**config.mk**
```make
export PLATFORM = sky130hd
export DESIGN_NAME = key_event_encoder
export DESIGN_NICKNAME = d
export VERILOG_FILES = /design/src/rtl/key_event_encoder.sv
export SDC_FILE = /design/constraint.sdc
export NUM_CORES = 1
export LEC_CHECK = 0
export BUFFER_PORTS_ARGS = -buffer_cell sky130_fd_sc_hd__buf_2
export CORE_AREA = 4 4 88 123
export DETAILED_ROUTE_END_ITERATION = 7
export DIE_AREA = 0 0 92 127
export PLACE_DENSITY_LB_ADDON = 0.1
export RECOVER_POWER = 25
export SYNTH_ARGS = -nofsm -noshare
export SYNTH_HDL_FRONTEND = slang
export SYNTH_SLANG_ARGS = --single-unit
```
**constraint.sdc**
```tcl
create_clock -name clk -period 2.3 [get_ports clk]
set_clock_uncertainty 0.1 [all_clocks]
set_input_delay 0 -clock clk [delete_from_list [all_inputs] [get_ports clk]]
set_output_delay 0 -clock clk [all_outputs]
set_load 0.02 [all_outputs]
```
**src/rtl/key_event_encoder.sv**
```systemverilog
// Multi-channel push-button front end: sync, debounce, press/auto-repeat detect,
// and serialisation of all pending events into a one-cycle key code stream.
module key_event_encoder #(
    parameter int unsigned N_KEYS        = 3,
    parameter int unsigned CODE_W        = 2,
    parameter int unsigned DB_CYCLES     = 2_000_000,
    parameter int unsigned REPEAT_DELAY  = 0,
    parameter int unsigned REPEAT_PERIOD = 10_000_000
) (
    input  logic              clk,
    input  logic              rst,
    input  logic [N_KEYS-1:0] btn,
    output logic [CODE_W-1:0] key_code,
    output logic              key_repeat,
    output logic [N_KEYS-1:0] key_level
);

    localparam int unsigned DB_W        = $clog2(DB_CYCLES + 1);
    localparam int unsigned DB_LAST     = (DB_CYCLES > 0) ? DB_CYCLES - 1 : 0;
    localparam bit          REP_EN      = (REPEAT_DELAY > 0);
    localparam int unsigned HOLD_MAX0   = (REPEAT_DELAY > REPEAT_PERIOD) ? REPEAT_DELAY : REPEAT_PERIOD;
    localparam int unsigned HOLD_MAX    = (HOLD_MAX0 > 0) ? HOLD_MAX0 : 1;
    localparam int unsigned HOLD_W      = $clog2(HOLD_MAX + 1);
    localparam int unsigned DELAY_LAST  = REP_EN ? REPEAT_DELAY - 1 : 0;
    localparam int unsigned PERIOD_LAST = (REPEAT_PERIOD > 0) ? REPEAT_PERIOD - 1 : 0;

    logic [N_KEYS-1:0] r_s1;
    logic [N_KEYS-1:0] r_s2;
    logic [DB_W-1:0]   r_db_cnt   [N_KEYS];
    logic [HOLD_W-1:0] r_hold_cnt [N_KEYS];
    logic [N_KEYS-1:0] r_hold_first;
    logic [N_KEYS-1:0] r_pend;
    logic [N_KEYS-1:0] r_rep_flag;

    logic [DB_W-1:0]   w_db_cnt_nxt   [N_KEYS];
    logic [HOLD_W-1:0] w_hold_cnt_nxt [N_KEYS];
    logic [N_KEYS-1:0] w_hold_first_nxt;
    logic [N_KEYS-1:0] w_lvl_nxt;
    logic [N_KEYS-1:0] w_press;
    logic [N_KEYS-1:0] w_rep_hit;
    logic [N_KEYS-1:0] w_grant;
    logic [N_KEYS-1:0] w_pend_nxt;
    logic [N_KEYS-1:0] w_rep_nxt;
    logic [CODE_W-1:0] w_win;
    logic              w_any;

    // Per-channel debounce and hold-to-repeat timing
    always_comb begin
        w_lvl_nxt        = key_level;
        w_press          = '0;
        w_rep_hit        = '0;
        w_hold_first_nxt = r_hold_first;
        for (int unsigned i = 0; i < N_KEYS; i++) begin
            w_db_cnt_nxt[i]   = '0;
            w_hold_cnt_nxt[i] = '0;
            if (r_s2[i] != key_level[i]) begin
                if (r_db_cnt[i] == DB_W'(DB_LAST)) begin
                    w_lvl_nxt[i] = ~key_level[i];
                end else begin
                    w_db_cnt_nxt[i] = r_db_cnt[i] + DB_W'(1);
                end
            end
            w_press[i] = w_lvl_nxt[i] & ~key_level[i];
            // Count only while held both before and after this edge, so the
            // press edge and the release edge both restart the delay phase.
            if (REP_EN && w_lvl_nxt[i] && key_level[i]) begin
                if (r_hold_cnt[i] == (r_hold_first[i] ? HOLD_W'(DELAY_LAST) : HOLD_W'(PERIOD_LAST))) begin
                    w_rep_hit[i]        = 1'b1;
                    w_hold_first_nxt[i] = 1'b0;
                end else begin
                    w_hold_cnt_nxt[i] = r_hold_cnt[i] + HOLD_W'(1);
                end
            end else begin
                w_hold_first_nxt[i] = 1'b1;
            end
        end
    end

    // Highest pending index wins; set beats clear on the same edge
    always_comb begin
        w_any   = 1'b0;
        w_win   = '0;
        w_grant = '0;
        for (int unsigned i = 0; i < N_KEYS; i++) begin
            if (r_pend[i]) begin
                w_any = 1'b1;
                w_win = CODE_W'(i);
            end
        end
        for (int unsigned i = 0; i < N_KEYS; i++) begin
            w_grant[i] = w_any && (w_win == CODE_W'(i));
        end
        w_pend_nxt = (r_pend & ~w_grant) | w_press | w_rep_hit;
        w_rep_nxt  = r_rep_flag;
        for (int unsigned i = 0; i < N_KEYS; i++) begin
            if (w_press[i]) begin
                w_rep_nxt[i] = 1'b0;
            end else if (w_rep_hit[i] && !(r_pend[i] && !w_grant[i] && !r_rep_flag[i])) begin
                w_rep_nxt[i] = 1'b1;
            end
        end
    end

    always_ff @(posedge clk) begin
        if (!rst) begin
            r_s1         <= '0;
            r_s2         <= '0;
            r_hold_first <= '1;
            r_pend       <= '0;
            r_rep_flag   <= '0;
            key_level    <= '0;
            key_code     <= '0;
            key_repeat   <= 1'b0;
            for (int unsigned i = 0; i < N_KEYS; i++) begin
                r_db_cnt[i]   <= '0;
                r_hold_cnt[i] <= '0;
            end
        end else begin
            r_s1         <= btn;
            r_s2         <= r_s1;
            r_hold_first <= w_hold_first_nxt;
            r_pend       <= w_pend_nxt;
            r_rep_flag   <= w_rep_nxt;
            key_level    <= w_lvl_nxt;
            key_code     <= w_any ? (w_win + CODE_W'(1)) : '0;
            key_repeat   <= w_any ? r_rep_flag[w_win] : 1'b0;
            for (int unsigned i = 0; i < N_KEYS; i++) begin
                r_db_cnt[i]   <= w_db_cnt_nxt[i];
                r_hold_cnt[i] <= w_hold_cnt_nxt[i];
            end
        end
    end

endmodule

```
[Yosys cells after proc, flatten, opt, wreduce, memory -nomap -nowiden]
Memory sizes are Yosys's and may differ from the RTL's.
Cells that the tools add are included.
W data, S select, Z words.
Storage, ports and cells
  memory bits (writable): 63
  flip-flop bits (word level): 15
  memories kept: 1
  output and inout bits: 6
  logic and storage cells: 61
Memory list
  r_db_cnt: depth 3, width 21, read ports 3, clocked after Yosys merged registers in 0, wr ports 3, line 29  | logic [DB_W-1:0] r_db_cnt [N_KEYS];
Operators by class
  reduce and logical (&&, ||, !) cells: 5
  $lt $le $gt $ge: 1
  eq/ne operators: 8
  muxes and demuxes: 24
  bitwise gates (word level): 12
  $add $sub $neg: 4
Operators by type and width (number)
  $mux W21: 9
  $add A21 B1 Y21 const B: 3
  $eq A21 B21 Y1 const B: 3
  $mux W1: 13
  $and A1 B1 Y1: 3
  $and A3 B3 Y3: 1
  $logic_and A1 B1 Y1: 3
  $lt A2 B3 Y1 const B: 1
  $ne A1 B1 Y1: 3
  $not A1 Y1: 3
  $not A3 Y3: 1
  $or A1 B1 Y1: 3
  $or A3 B3 Y3: 1
  $add A2 B1 Y2 const B: 1
  $bmux W1 S2: 1
  $eq A2 B1 Y1 const B: 1
  $eq A2 B2 Y1 const B: 1
  $logic_not A2 Y1: 1
  $mux W2: 1
  $reduce_and A2 Y1: 1

[Depth between registers and ports, before layout]
Gate-level depths: netlist of the first run.
  word-level depth: 7
  gate-level depth with buffers: 7

[Worst setup path after synthesis of the first run]
Ideal clock, no wire load.
  path type: register -> register
  from: mem r_db_cnt[0][21] (netlist bit)
  to: mem r_db_cnt[0][39] (netlist bit)
  stages on the path, launching flop included: 7
  setup time: 0.070 ns
  slack: 0.262 ns
  path buffers: 1
  arrival time: 1.868 ns
  period minus slack after synthesis: 2.038 ns
  cell sequence: dfxtp_1 -> ha_1 -> nand3_2 -> or4_1 -> clkbuf_1 -> or4_1 -> a21oi_1
RTL lines (line)
  from (decl): 29

==> results of run 1 <==
==> flip-flops by register name, summed over array words and instances, names as in the netlist <==
name / flops
r_s2: 3
r_s1: 3
key_code: 2
key_level: 3
r_db_cnt: 63
r_pend: 3
==> per-layer routing <==
layer,up-vias,global-route usage [%],routed length (um)
li1,1407,-,-
met1,1248,14.1,3170
met2,21,22.8,3460
met3,9,3.18,128
met4,0,5.69,99
met5,-,0,0
==> report_power, final <==
part | internal, W | switching, W | leakage [nW]
Combinational | 0.0000184 | 0.0000206 | 0.404
Clock | 0.000843 | 0.000545 | 0.132
Sequential | 0.00134 | 0.00000419 | 0.621
==> layout by cell type, fill, tap and decap left out, types with 5 or more instances in the layout <==
| cell type | instances |
|---|---|
| dfxtp_1 | 77 |
| nor2_1 | 56 |
| xnor2_1 | 32 |
| a21oi_1 | 23 |
| nand2_1 | 21 |
| inv_1 | 19 |
| nand3_1 | 19 |
| nor4_1 | 13 |
| or3_1 | 13 |
| or4_1 | 12 |
| o21ai_0 | 12 |
| buf_4 | 12 |
| nand4_1 | 10 |
| clkbuf_1 | 10 |
| xor2_1 | 9 |
| nor3_1 | 9 |
| clkbuf_16 | 9 |
| o31ai_1 | 8 |
| dlygate4sd3_1 | 7 |
| and2_1 | 5 |
==> repair_timing <==
action,CTS,global route
hold buffers,7,0
endpoints found under the setup margin,0,0
endpoints found under the hold margin,10,0
==> cells by family after synthesis <==
family | after synthesis | share of synthesized area, %
and+or+nand+nor | 183 | 29.7
DFF | 77 | 45.8
AOI/OAI and AO/OA | 50 | 8.78
xor gates and xnor gates | 41 | 10.7
buffers and inverters | 31 | 3.83
adders and majority gates | 3 | 1.12
other | 1 | 0.112
==> layout make-up <==
class	count	area [um2]	share of cell area [%]
Clock buffer	11	233	5.86
Sequential cell	77	1540	38.8
Tap cell	135	169	4.25
Multi-Input combinational cell	278	1690	42.6
Clock inverter	5	61.3	1.54
Inverter	19	71.3	1.79
Timing Repair Buffer	30	205	5.16
==> stage by stage <==
| stage | instances | hold WS [ps] | instance area [um2] | utilization (%) | total power (W) |
|---|---|---|---|---|---|
| 3_3_place_gp | 532 | 110 | 3620 | 37.0 | 0.00141 |
| 2_1_floorplan | 386 | 27.3 | 3360 | - | 0.00139 |
| 6_report | 555 | 329 | 3970 | 40.6 | 0.00277 |
| 5_1_grt | 555 | 348 | 3970 | 40.6 | 0.00289 |
| 4_1_cts | 555 | 334 | 3990 | 40.7 | 0.00282 |
| 3_5_place_dp | 532 | 117 | 3620 | 37.0 | 0.00141 |
==> how the worst min path moves through the flow <==
stage	end	slack, ps	cells past startpoint
final	r_s2[0]$_SDFF_PN0_	330	1
after global routing	r_s2[0]$_SDFF_PN0_	350	1
after CTS	r_s2[0]$_SDFF_PN0_	330	1
after detailed placement	r_s1[2]$_SDFF_PN0_	120	2
after global placement	r_s1[2]$_SDFF_PN0_	110	2
after floorplan	r_s1[0]$_SDFF_PN0_	30	1
==> out/results.txt, run 1 <==
FF-to-FF Start - r_db_cnt[0][42]$_SDFF_PP0_
CP Class - reg2reg
Routed WL - 6.86 mm
Syn Area/Cell - 8.71 um2
Sum Neg Setup Slack - 0 ps
Crit. End Element - register
end of the critical path - r_db_cnt[0][62]$_SDFF_PP0_
FF-to-FF path depth - 5
I/O pins - 11
starting density of the core - 34.3%
Worst path depth - 5
ys async rst share - 0%
Critical Path Start - r_db_cnt[0][42]$_SDFF_PP0_
syn_nets - 394
Die Span Y - 127 um
most frequent cell after synthesis - dfxtp_1
sequential element share of the synthesized area - 45.8%
core area - 9790 um2
ant diodes - 0
peak supply drop - 0.343 mV
Slowest cell on crit path - or4_1
Netlist cell types - 39
fin crit period - 2110 ps
die footprint - 11700 um2
prevailing post-synth register cell - dfxtp_1
Setup Slack @ Placement - 200 ps
Hold Path Class - reg2reg
via count - 2685
Critical Path Start Type - register
Port Buffers - 9
Cell Pwr Density - 697 nW/um2
Warnings, synthesis - 0
global-route wire length before repair - 12.0 mm
status - finished clean
CP cell instances - ha_1, nand2_1, or4_1, or4_1, a21oi_1
clk_lat worst skew - 330 ps
share of the synthesized area in the top cell type - 45.8%
vias in the first global route - 2707
setup repair bufs after CTS - 0
Hold Crit Start - r_s1[0]$_SDFF_PN0_
Final HPWL DP - 5.03 mm
unrepaired setup endpoints after global routing - no
fraction of layout cells with a size suffix above 1 - 10.5%
cts repair resizes - 0
initial antenna violation count - 0
clk sinks - 77
max-slew violation count - 0
WP data required - 2460 ps
Worst R2R End - r_db_cnt[0][62]$_SDFF_PP0_
Worst EP arrival - 2270 ps
largest net degree at the start of global routing - 14
detailed router's first-iteration violation count - 88
TritonCTS clock tree - built
Longest Clk Path Bufs - 2
DIE WIDTH - 92 um
CP top delay family - simple AND/OR/NAND/NOR gates
Highest Clock Rate - 474 MHz
CTS H-tree depth - 3
gr usage total - 12.7%
post-route setup slack - 191 ps
routability cong. - 0.818
Reg clk slew, reported paths - 60 ps
Syn Inst Count - 386
routed vias/inst - 4.84
fill count - 1062
post-synthesis cell area - 3360 um2
antenna viol nets, final - 0
total grt overflow - 0
Yosys top cell by area - dfxtp_1
R2R setup slack - 190 ps
Num CTS Buffers - 9
Final period util - 91.7%
Final Setup Violations - 0
leak pwr - 1.16 nW
Worst Path Buf+Inv - 0
EDFF count, synth - 0
drc violations - 0
Area contributors post-synth - dfxtp_1 (46%), xnor2_1 (8.3%), nor2_1 (6.3%)
commonest cells in the netlist - dfxtp_1 (77), nor2_1 (56), xnor2_1 (32), a21oi_1 (23), nand2_1 (21)
max incr delay on CP - 660 ps
drt pass-1 iters - 4
Std-Cell Rows - 43
max_cap viols - 0
crit-path max FO - 8
area delta synth->final - 18.2%
cell mode on critical path - or4_1
nets@finish - 423
flop and latch count out of synthesis - 77
root buf cell - clkbuf_16
final hold vios - 0
average routed wire per standard cell - 12.4 um
No activity file was read; power rests on OpenSTA's default activity.
==> run 2, diff against run 1 <==
Settings changed: CORE_AREA 4 4 88 123 to 2 2 86 121, DIE_AREA 0 0 92 127 to 0 0 88 123.
Clock period 2.3 ns to 2.08 ns, I/O delays scaled along.
==> run 2 against run 1 <==
Against the previous run: clock power grew 33%; clock-buffer cell count grew 2; global-route usage grew 1.8 points; critical path type unchanged; highest routed layer unchanged.
==> out/results.txt, run 2 (synthesized netlist as in run 1, its figures left out) <==
CP Class - reg2reg
crit-path max FO - 5 (-3)
fraction of layout cells with a size suffix above 1 - 16.1% (+5.6 points)
average routed wire per standard cell - 12.2 um (-1.2%)
status - finished clean
Slowest cell on crit path - or4_1
max_cap viols - 0 (unchanged)
number of flip-flops in the largest register - 63 (unchanged)
routed vias/inst - 4.86 (+0.41%)
Critical Path Start Type - register
fill count - 1006 (-5.3%)
CP top delay family - simple AND/OR/NAND/NOR gates
Worst path depth - 4 (-1)
drc violations - 0 (unchanged)
Final period util - 95.8% (+4.1 points)
via count - 2803 (+4.4%)
clk sinks - 77 (unchanged)
global-route wire length before repair - 12.3 mm (+2.1%)
FF-to-FF Start - r_db_cnt[0][46]$_SDFF_PP0_
CP cell instances - nand3_2, or4_1, or4_4, a21oi_2
Cell Pwr Density - 798 nW/um2 (+14%)
unrepaired setup endpoints after global routing - no
antenna viol nets, final - 0 (unchanged)
post-route setup slack - 86.3 ps (-104 ps)
register area - 1540 um2 (about the same)
fin crit period - 1990 ps (-116 ps)
clk_lat worst skew - 330 ps (about the same)
root buf cell - clkbuf_16
Longest Clk Path Bufs - 2 (unchanged)
CTS H-tree depth - 3 (unchanged)
Highest Clock Rate - 502 MHz (+5.8%)
Port Buffers - 9 (unchanged)
max incr delay on CP - 660 ps (about the same)
FF-to-FF path depth - 4 (-1)
largest net degree at the start of global routing - 22 (+8)
ant diodes - 0 (unchanged)
routability cong. - 0.765 (-6.6%)
Hold Worst Slack - 327 ps (-2.04 ps)
Crit. End Element - register
Hold Path Class - reg2reg
I/O pins - 11 (unchanged)
Routed WL - 7.05 mm (+2.7%)
Setup Slack @ Placement - 47.0 ps (-153 ps)
Worst Path Buf+Inv - 0 (unchanged)
nets@finish - 445 (+5.2%)
Hold Crit Start - r_db_cnt[0][42]$_SDFF_PP0_
total grt overflow - 0 (unchanged)
Reg clk slew, reported paths - 60 ps (about the same)
WP data required - 2250 ps (-210 ps)
Worst EP arrival - 2160 ps (-110 ps)
initial antenna violation count - 0 (unchanged)
Final Setup Violations - 0 (unchanged)
final core occ - 43.6% (+3.0 points)
area of the multi-input gates - 1700 um2 (+0.59%)
vias in the first global route - 2688 (-0.70%)
Hold Path Depth - 1 (unchanged)
core area - 9740 um2 (-0.55%)
Die Span Y - 123 um (-3.1%)
most frequent cells in the layout - dfxtp_1 (76), nor2_1 (56), xnor2_1 (32), buf_4 (31), a21oi_1 (23)
drt pass-1 iters - 4 (unchanged)
area delta synth->final - 26.1%
setup repair bufs after CTS - 0 (unchanged)
largest reg by FF count - r_db_cnt
Critical Path Start - r_db_cnt[0][46]$_SDFF_PP0_
peak supply drop - 0.452 mV (+32%)
detailed router's first-iteration violation count - 114 (+30%)
starting density of the core - 34.5% (+0.19 points)
max-slew violation count - 0 (unchanged)
TritonCTS clock tree - built
Final HPWL DP - 5.19 mm (+3.1%)
Std-Cell Rows - 43 (unchanged)
die footprint - 10800 um2 (-7.4%)
DIE WIDTH - 88 um (-4.3%)
leak pwr - 1.32 nW (+14%)
gr usage total - 14.5% (+1.8 points)
commonest non-fill, non-tap cell in the layout - dfxtp_1
final hold vios - 0 (unchanged)
Num CTS Buffers - 9 (unchanged)
Sum Neg Setup Slack - 0 ps (unchanged)
## run 2: final cells by class
| type | instances | share of cell area, % |
|---|---|---|
| well taps | 135 | 3.98 |
| multi-input cells | 278 | 40.1 |
| clock buffers | 13 | 6.37 |
| repair buffers | 52 | 9.32 |
| inverters | 19 | 1.68 |
| clock inverters | 3 | 2.12 |
| flip-flops and latches | 77 | 36.4 |
## run 2: worst paths after layout
check	slack [ps]	to
hold / removal	330	r_db_cnt[0][42]$_SDFF_PP0_
setup reg to reg	90	r_db_cnt[0][61]$_SDFF_PP0_
hold reg to reg	330	r_db_cnt[0][42]$_SDFF_PP0_
setup / recovery	90	r_db_cnt[0][61]$_SDFF_PP0_
## run 2: report_power, final
group | internal, W | switching (W)
combinational | 0.0000227 | 0.0000243
clock | 0.00127 | 0.000581
sequential | 0.00148 | 0.00000423
## run 2: repair_timing
action | 4_1_cts | 5_1_grt
resized for setup | 0 | 4
endpoints found under the hold margin | 10 | 0
hold buffers | 7 | 0
endpoints found under the setup margin | 0 | 6
## run 2: stage by stage
| step | std cells | instance area, um2 | total power, W |
|---|---|---|---|
| floorplan | 386 | 3360 | 0.00154 |
| global placement | 554 | 3810 | 0.00156 |
| detailed placement | 554 | 3810 | 0.00156 |
| CTS | 577 | 4250 | 0.00344 |
| global route | 577 | 4240 | 0.00351 |
| finish | 577 | 4240 | 0.00339 |
## run 2: routing by layer
layer	part of all wire (%)	GRT usage (%)
met5	0	0
met2	49	24.2
met4	2.6	7.79
met1	46	17.5
met3	2.1	2.40
